--- src/rtl/key_schedule_gen_if.sv ---
// Round-key stream bundle: start/abort/key load towards the schedule generator,
// round key, index and status back towards the consumer.
interface key_schedule_gen_if #(
    parameter int KEY_W = 20,
    parameter int RK_W  = 16,
    parameter int CNT_W = 5
);
    logic             start;
    logic             abort;
    logic [KEY_W-1:0] key_in;
    logic [RK_W-1:0]  rk;
    logic             rk_valid;
    logic             rk_ready;
    logic [CNT_W:0]   rk_index;
    logic             busy;
    logic             done;

    modport master (
        output start, abort, key_in, rk_ready,
        input  rk, rk_valid, rk_index, busy, done
    );

    modport slave (
        input  start, abort, key_in, rk_ready,
        output rk, rk_valid, rk_index, busy, done
    );
endinterface

--- src/rtl/key_schedule_gen.sv ---
// Sequential PRESENT-style key schedule: loads a master key and streams NUM_ROUNDS+1
// round keys over a valid/ready handshake, one key register update per accepted beat.
module key_schedule_gen #(
    parameter int KEY_W      = 20,
    parameter int RK_W       = 16,
    parameter int ROT        = 13,
    parameter int NUM_SBOX   = 1,
    parameter int NUM_ROUNDS = 31,
    parameter int CNT_W      = 5,
    parameter int CNT_POS    = 4,
    parameter int CNT_MODE   = 0
) (
    input logic clk,
    input logic rst,
    key_schedule_gen_if.slave bus
);

    typedef enum logic [1:0] {
        IDLE = 2'd0,
        RUN  = 2'd1,
        DONE = 2'd2
    } state_t;

    localparam logic [CNT_W:0] LAST_IDX  = (CNT_W+1)'(NUM_ROUNDS + 1);
    localparam logic [CNT_W:0] FIRST_IDX = (CNT_W+1)'(1);

    state_t           state_reg, state_next;
    logic [KEY_W-1:0] key_reg, key_next;
    logic [CNT_W:0]   cnt_reg, cnt_next;

    logic [KEY_W-1:0]      rot_key;
    logic [4*NUM_SBOX-1:0] sbox_out;
    logic [KEY_W-1:0]      sub_key;
    logic [KEY_W-1:0]      inj_mask;
    logic [KEY_W-1:0]      upd_key;

    logic rk_valid_int;
    logic busy_int;
    logic done_int;

    function automatic logic [3:0] sbox4(input logic [3:0] x);
        logic [3:0] y;
        case (x)
            4'h0: y = 4'hC;
            4'h1: y = 4'h5;
            4'h2: y = 4'h6;
            4'h3: y = 4'hB;
            4'h4: y = 4'h9;
            4'h5: y = 4'h0;
            4'h6: y = 4'hA;
            4'h7: y = 4'hD;
            4'h8: y = 4'h3;
            4'h9: y = 4'hE;
            4'hA: y = 4'hF;
            4'hB: y = 4'h8;
            4'hC: y = 4'h4;
            4'hD: y = 4'h7;
            4'hE: y = 4'h1;
            default: y = 4'h2;
        endcase
        return y;
    endfunction

    // Key update datapath: rotate left, substitute the top nibbles, inject the round counter.
    assign rot_key = {key_reg[KEY_W-ROT-1:0], key_reg[KEY_W-1:KEY_W-ROT]};

    generate
        for (genvar gi = 0; gi < NUM_SBOX; gi++) begin : g_sbox
            assign sbox_out[4*gi +: 4] = sbox4(rot_key[KEY_W-4*NUM_SBOX+4*gi +: 4]);
        end
    endgenerate

    always_comb begin
        sub_key = rot_key;
        sub_key[KEY_W-1 -: 4*NUM_SBOX] = sbox_out;
    end

    generate
        if (CNT_MODE == 0) begin : g_inj_rep
            // Only the counter lsb matters: it is spread over a 4-bit field.
            assign inj_mask = KEY_W'({4{cnt_reg[0]}}) << CNT_POS;
        end else begin : g_inj_xor
            assign inj_mask = KEY_W'(cnt_reg[CNT_W-1:0]) << CNT_POS;
        end
    endgenerate

    assign upd_key = sub_key ^ inj_mask;

    always_ff @(posedge clk) begin
        if (rst) begin
            state_reg <= IDLE;
            key_reg   <= '0;
            cnt_reg   <= '0;
        end else begin
            state_reg <= state_next;
            key_reg   <= key_next;
            cnt_reg   <= cnt_next;
        end
    end

    always_comb begin
        state_next   = state_reg;
        key_next     = key_reg;
        cnt_next     = cnt_reg;
        rk_valid_int = 1'b0;
        busy_int     = 1'b0;
        done_int     = 1'b0;

        case (state_reg)
            IDLE: begin
                if (bus.start && !bus.abort) begin
                    key_next   = bus.key_in;
                    cnt_next   = FIRST_IDX;
                    state_next = RUN;
                end
            end
            RUN: begin
                rk_valid_int = 1'b1;
                busy_int     = 1'b1;
                // An abort still consumes a coincident beat but produces no further key.
                if (bus.abort) begin
                    state_next = IDLE;
                end else if (bus.rk_ready) begin
                    if (cnt_reg == LAST_IDX) begin
                        state_next = DONE;
                    end else begin
                        key_next = upd_key;
                        cnt_next = cnt_reg + FIRST_IDX;
                    end
                end
            end
            DONE: begin
                done_int   = 1'b1;
                state_next = IDLE;
            end
            default: begin
                state_next = IDLE;
            end
        endcase
    end

    assign bus.rk       = key_reg[KEY_W-1 -: RK_W];
    assign bus.rk_index = cnt_reg;
    assign bus.rk_valid = rk_valid_int;
    assign bus.busy     = busy_int;
    assign bus.done     = done_int;

endmodule

--- src/flat_wrapper.sv ---
// flat-port wrapper written by rule: the top's interface ports become plain ports
module key_schedule_gen_flat 
#(
    parameter int KEY_W      = 20,
    parameter int RK_W       = 16,
    parameter int ROT        = 13,
    parameter int NUM_SBOX   = 1,
    parameter int NUM_ROUNDS = 31,
    parameter int CNT_W      = 5,
    parameter int CNT_POS    = 4,
    parameter int CNT_MODE   = 0
)
  (clk, rst, bus_start, bus_abort, bus_key_in, bus_rk_ready, bus_rk, bus_rk_valid, bus_rk_index, bus_busy, bus_done);
  key_schedule_gen_if #(.KEY_W(KEY_W), .RK_W(RK_W), .CNT_W(CNT_W)) bus_i ();
  input logic clk;
  input logic rst;
  input wire logic [$bits(bus_i.start)-1:0] bus_start;
  input wire logic [$bits(bus_i.abort)-1:0] bus_abort;
  input wire logic [$bits(bus_i.key_in)-1:0] bus_key_in;
  input wire logic [$bits(bus_i.rk_ready)-1:0] bus_rk_ready;
  output wire logic [$bits(bus_i.rk)-1:0] bus_rk;
  output wire logic [$bits(bus_i.rk_valid)-1:0] bus_rk_valid;
  output wire logic [$bits(bus_i.rk_index)-1:0] bus_rk_index;
  output wire logic [$bits(bus_i.busy)-1:0] bus_busy;
  output wire logic [$bits(bus_i.done)-1:0] bus_done;
  assign bus_i.start = bus_start;
  assign bus_i.abort = bus_abort;
  assign bus_i.key_in = bus_key_in;
  assign bus_i.rk_ready = bus_rk_ready;
  assign bus_rk = bus_i.rk;
  assign bus_rk_valid = bus_i.rk_valid;
  assign bus_rk_index = bus_i.rk_index;
  assign bus_busy = bus_i.busy;
  assign bus_done = bus_i.done;
  key_schedule_gen #(.KEY_W(KEY_W), .RK_W(RK_W), .ROT(ROT), .NUM_SBOX(NUM_SBOX), .NUM_ROUNDS(NUM_ROUNDS), .CNT_W(CNT_W), .CNT_POS(CNT_POS), .CNT_MODE(CNT_MODE)) u_core (.clk(clk), .rst(rst), .bus(bus_i));
endmodule
--- config.mk ---
export PLATFORM = sky130hd
export DESIGN_NAME = key_schedule_gen_flat
export DESIGN_NICKNAME = d
export VERILOG_FILES = /design/src/rtl/key_schedule_gen_if.sv /design/src/rtl/key_schedule_gen.sv /design/src/flat_wrapper.sv
export SDC_FILE = /design/constraint.sdc
export NUM_CORES = 1
export LEC_CHECK = 0
export BUFFER_PORTS_ARGS = -buffer_cell sky130_fd_sc_hd__buf_2
export CAP_MARGIN = 20
export CORE_MARGIN = 2
export CORE_UTILIZATION = 51
export DETAILED_ROUTE_END_ITERATION = 7
export PLACE_DENSITY_LB_ADDON = 0.1
export SKIP_CTS_REPAIR_TIMING = 1
export SKIP_LAST_GASP = 1
export SLEW_MARGIN = 0
export SYNTH_ARGS = -nofsm -noshare
export SYNTH_HDL_FRONTEND = slang
export SYNTH_SLANG_ARGS = --single-unit
--- constraint.sdc ---
create_clock -name clk -period 3.67 [get_ports clk]
set_clock_uncertainty 0.1 [all_clocks]
set_input_delay 0.5505 -clock clk [delete_from_list [all_inputs] [get_ports clk]]
set_output_delay 0.5505 -clock clk [all_outputs]
set_load 0.03 [all_outputs]
==> After elaboration in Yosys (flattened, before gate mapping) <==
Memories as Yosys holds them, arrays and structs flattened. A register that Yosys moved wholly into a read port is not among the register bits.
Index checks and enable logic that the tools add are counted.
{ "classes": {"addsub": 1, "n_eq_ne": 9, "mux": 19, "bitwise_logic": 1, "n_reduce_logical": 6} }
{ "op_table": {"columns": ["cell", "n"], "rows": [
  ["$mux 20", 4],
  ["$pmux 20 s2", 1],
  ["$mux 6", 4],
  ["$xor 20x8->20", 1],
  ["$pmux 6 s2", 1],
  ["$mux 2", 4],
  ["$mux 4", 2],
  ["$add 6x1->6 const B", 1],
  ["$eq 6x6->1 const B", 1],
  ["$ne 2x2->1 const B", 3],
  ["$reduce_and 5->1", 1],
  ["$pmux 2 s2", 1],
  ["$ne 3x2->1 const B", 1],
  ["$ne 3x3->1 const B", 1],
  ["$reduce_and 3->1", 1],
  ["$eq 2x1->1 const B", 1],
  ["$eq 2x2->1 const B", 1],
  ["$logic_not 2->1", 1],
  ["$mux 1", 2],
  ["$ne 2x1->1 const B", 1],
  ["$reduce_bool 2->1", 1],
  ["$logic_and 1x1->1", 1],
  ["$logic_not 1->1", 1]
]} }
{ "totals": {"register_bits": 28, "romBits": 64, "in_bits": 25, "out_inout_bits": 25, "n_memories": 1} }
{ "mem_list": {"columns": ["name", "words", "word_bits", "rd", "rd_clocked_by_memory_dff", "wr", "line", "text"], "rows": [
  ["(name not given)", 16, 4, 1, 1, 0, "key_schedule_gen.sv:43", "case (x)"]
]} }

==> Logic depth before layout (Yosys ltp) <==
{ "depth": {"depth_word": 7, "ltp_mapped": 12} }

==> Least setup slack after synthesis <==
Ideal clock, no wire load.
{ "synth_path": {"kind": "register -> register", "startpoint": "register u_core.cnt_reg[0] (netlist: u_core.bus.rk_index[0])", "endpoint": "register u_core.sbox_out[3] (netlist name)", "setup_time_ns": 0.072, "t_arrival_ns": 2.587, "required_ns": 3.498, "slack_ns": 0.912, "stages_incl_launch_ff": 13, "n_path_buf": 1, "period_less_slack_ns": 2.758, "cell_sequence": "dfxtp_1 -> buf_2 -> inv_1 -> ha_1 -> nand2_1 -> o311a_2 -> o221ai_1 -> a21oi_1 -> inv_1 -> ha_1 -> inv_1 -> mux2_1 -> mux2i_1"} }
{ "synth_between": {"elab_chain_cells": 7} }
{ "synth_rtl": {"columns": ["element", "line", "text"], "rows": [
  ["from (decl)", "key_schedule_gen.sv:29", "logic [CNT_W:0] cnt_reg, cnt_next;"],
  ["from (signal assigned)", "key_schedule_gen.sv:97", "cnt_reg <= cnt_next;"],
  ["$xor 20x8->20", "key_schedule_gen.sv:87", "assign upd_key = sub_key ^ inj_mask;"],
  ["$mux 20", "key_schedule_gen.sv:124", "if (cnt_reg == LAST_IDX) begin"],
  ["$mux 20", "key_schedule_gen.sv:123", "end else if (bus.rk_ready) begin"],
  ["$mux 20", "key_schedule_gen.sv:121", "if (bus.abort) begin"],
  ["$pmux 20 s2", "key_schedule_gen.sv:109", "case (state_reg)"],
  ["$mux 4 (no source line) * (2 in series)", null, null]
]} }
Mark *: on every way between the ends. The rest lies on a longest branch, timed or not. The select of a mux whose other input is x is not followed.
A chain may end at the register's enable or synchronous reset.

==> Final worst setup path <==
{ "layout_path": {"startpoint": "register u_core.cnt_reg[0] (netlist: u_core.bus.rk_index[0])", "endpoint": "register u_core.sbox_out[3] (netlist name)"} }
{ "layout_between": {"elab_chain_cells": 7} }
{ "layout_rtl": {"columns": ["element", "line"], "rows": [
  ["$xor 20x8->20", "key_schedule_gen.sv:87"],
  ["$mux 20", "key_schedule_gen.sv:124"],
  ["$mux 20", "key_schedule_gen.sv:123"],
  ["$mux 20", "key_schedule_gen.sv:121"],
  ["$pmux 20 s2", "key_schedule_gen.sv:109"],
  ["$mux 4 (no source line) * (2 in series)", null]
]} }
Marked as above.

==> key figures <==
Run status
  – Status: finished clean

Drt
  – Initial DRC Count: 58
  – Drt first pass iters: 4
  – Remaining antenna violation count: 0
  – DRC viols: 0
  – Highest Signal Layer: met4
  – DRT Wirelength: 3680 µm
  – Routed length per instance: 12.9 µm
  – M1 WL: 1650 µm
  – Met3 routed WL: 157 µm
  – Routed vias: 1502
  – Via-to-Cell Ratio: 5.27
  – Met2 wire length: 1830 µm

Worst setup path
  – Largest stage delay, worst path: 0.59 ns
  – Crit. End Element: flip-flop
  – Worst path cell trace: inv_1 > ha_1 > nand2_1 > o311a_2 > o221ai_1 > a21oi_1 > inv_1 > ha_1 > inv_1 > mux2_1 > mux2i_1
  – Crit path top cell by count: inv_1
  – Critical path buffers and inverters: 3
  – Req. time, crit path: 3.84 ns
  – Worst Setup Start Kind: flip-flop
  – CP Class: reg -> reg
  – Slowest CP cell: dfxtp_1
  – Crit-path max FO: 10
  – RR Startpoint: u_core.bus.rk_index[0]
  – Cell family with most CP delay: compound AO/OA/AOI/OAI gates
  – Critical path launch point: u_core.bus.rk_index[0]
  – CP arrival: 3.04 ns

Cells and area
  – Fin nets: 270
  – # diodes: 0
  – Synthesis-to-layout area growth: 11.9%
  – Utilization after layout: 0.591
  – Final instance area: 0.00197 mm²
  – Fin cells: 285
  – Max reg flops: 20
  – Share of cells above drive strength 1: 0.272

Yosys
  – Synth top area cells: dfxtp_1 (36%), nand2_1 (8.1%), a311oi_1 (7.5%)
  – Ys flop type: dfxtp_1
  – Syn nets: 242
  – Biggest area consumer among synthesized cells: dfxtp_1
  – #FFs+latches synth: 32
  – Syn Inst Count: 210
  – Register area share after synthesis: 0.364
  – Average size of a mapped cell: 8.38 µm²
  – Post-synth cell types: 38
  – Most frequent cell after synthesis: nand2_1
  – Synth top area share: 0.364
  – Post-synth ARST share: 0
  – Most instantiated cells after synthesis: nand2_1 (38), dfxtp_1 (32), nor2_1 (25)
  – Post-synth EDFFs: 0
  – Synthesized area: 0.00176 mm²
  – Ys Warns: 0

Clock tree
  – Inserted Clock Buffers: 5
  – Clock buffer depth: 2
  – CTS clk-pin slew, worst paths: 0.10 ns
  – Clock Tree Root: clkbuf_4
  – H-tree depth: 2
  – Clk_lat worst skew: 0.33 ns
  – # clock sinks: 32
  – CTS tree: done

STA
  – Minimum clock period: 2.87 ns
  – Hold slack: 0.346 ns
  – Unrepaired setup endpoints after global routing: false
  – Fmax: 0.348 GHz
  – Setup-failing EPs final: 0
  – Fin worst setup slack: 0.797 ns
  – Actual slew at the worst max-slew pin: 0.576 ns
  – Fin crit share: 0.783
  – Max-Slew Margin vs Limit: 0.614
  – Slew Viols, Final: 0
  – Setup TNS: 0 ns
  – Final Hold Viols: 0

Floorplan
  – Initial Utilization: 0.528
  – Die area: 0.00394 mm²
  – Core area: 0.00334 mm²
  – Die W: 62.8 µm
  – Die H: 62.8 µm
  – # IOs: 50
  – Row count: 21

Global route
  – Pin count of the biggest net entering global routing: 42
  – Global-route wire length before repair: 6170 µm
  – Vias in the first global route: 1323
  – Initial antenna violation count: 0
  – Total track usage: 0.196
  – Gr ovfl total: 0

Power
  – LEAKAGE: 0.913 nW
  – Total chip power: 815 µW
  – Pwr dens: 414 mW/mm²
  – Max VDD drop: 0.000309 V

Min path
  – Hold Crit Class: in -> reg
  – Min-delay src: bus_abort

Place
  – Routability cong.: 0.810
  – Placed cell count: 277
  – DP Area: 0.00189 mm²
  – Hpwl dp: 2650 µm
  – Port Buf Inserts: 49
  – Pre-CTS WS: 0.793 ns

Run
  – Maxcap violations: 0
routing by layer:
metal,vias to the layer above,track usage
met5,-,0
met4,0,0.0583
met3,5,0.0613
met2,30,0.327
met1,705,0.243
li1,762,-
power by group:
part / switching, mW / internal (mW) / total, mW
Sequential: 0.0182 / 0.373 / 0.391
Clock: 0.122 / 0.143 / 0.265
Combinational: 0.0994 / 0.0598 / 0.159
area by class of cell:
| class | count | area, µm² |
|---|---|---|
| sequential | 32 | 641 |
| multi-input combinational | 140 | 906 |
| inverter | 8 | 30.0 |
| clock buffer | 6 | 41.3 |
| tap | 46 | 57.6 |
| clock inverter | 2 | 35.0 |
| timing repair buffer | 51 | 260 |
| fill | 339 | 1370 |
worst register-to-register path, delay by kind of cell, from the launching register on:
kind	cells	cell delay (ns)
compound gates	3	0.79
flops	1	0.59
fa+ha+maj	2	0.52
mux	2	0.40
buf+inv	3	0.28
simple gates	1	0.13
worst paths after layout:
path | endpoint | slack, ns | cells after the start
worst min register to register | u_core.key_reg[19] | 0.37 | 2
worst max-delay path | u_core.sbox_out[3] | 0.80 | 11
worst min-delay path | u_core.state_reg[1] | 0.35 | 2
worst max register to register | u_core.sbox_out[3] | 0.80 | 11
logic make-up after synthesis:
group | synth area share
xor gates and xnor gates | 0.0448
buffers and inverters | 0.122
and+or+nand+nor | 0.210
AOI/OAI and AO/OA | 0.139
adders and majority gates | 0.0497
DFF | 0.364
muxes | 0.0704
cell usage in the layout, fill, tap and decap left out, drive strengths merged, types with 2 or more instances in the layout:
cell type  instances
buf               51
nand2             38
dfxtp             32
nor2              26
a311oi            15
mux2i              9
inv                8
ha                 7
xor2               6
clkbuf             6
a21oi              4
nand2b             3
xnor2              3
a211oi             3
o21ai              3
mux2               3
nand3              2
nor3               2
nand4              2
nor4b              2
Note: power is estimated with default switching activity, not from simulation.
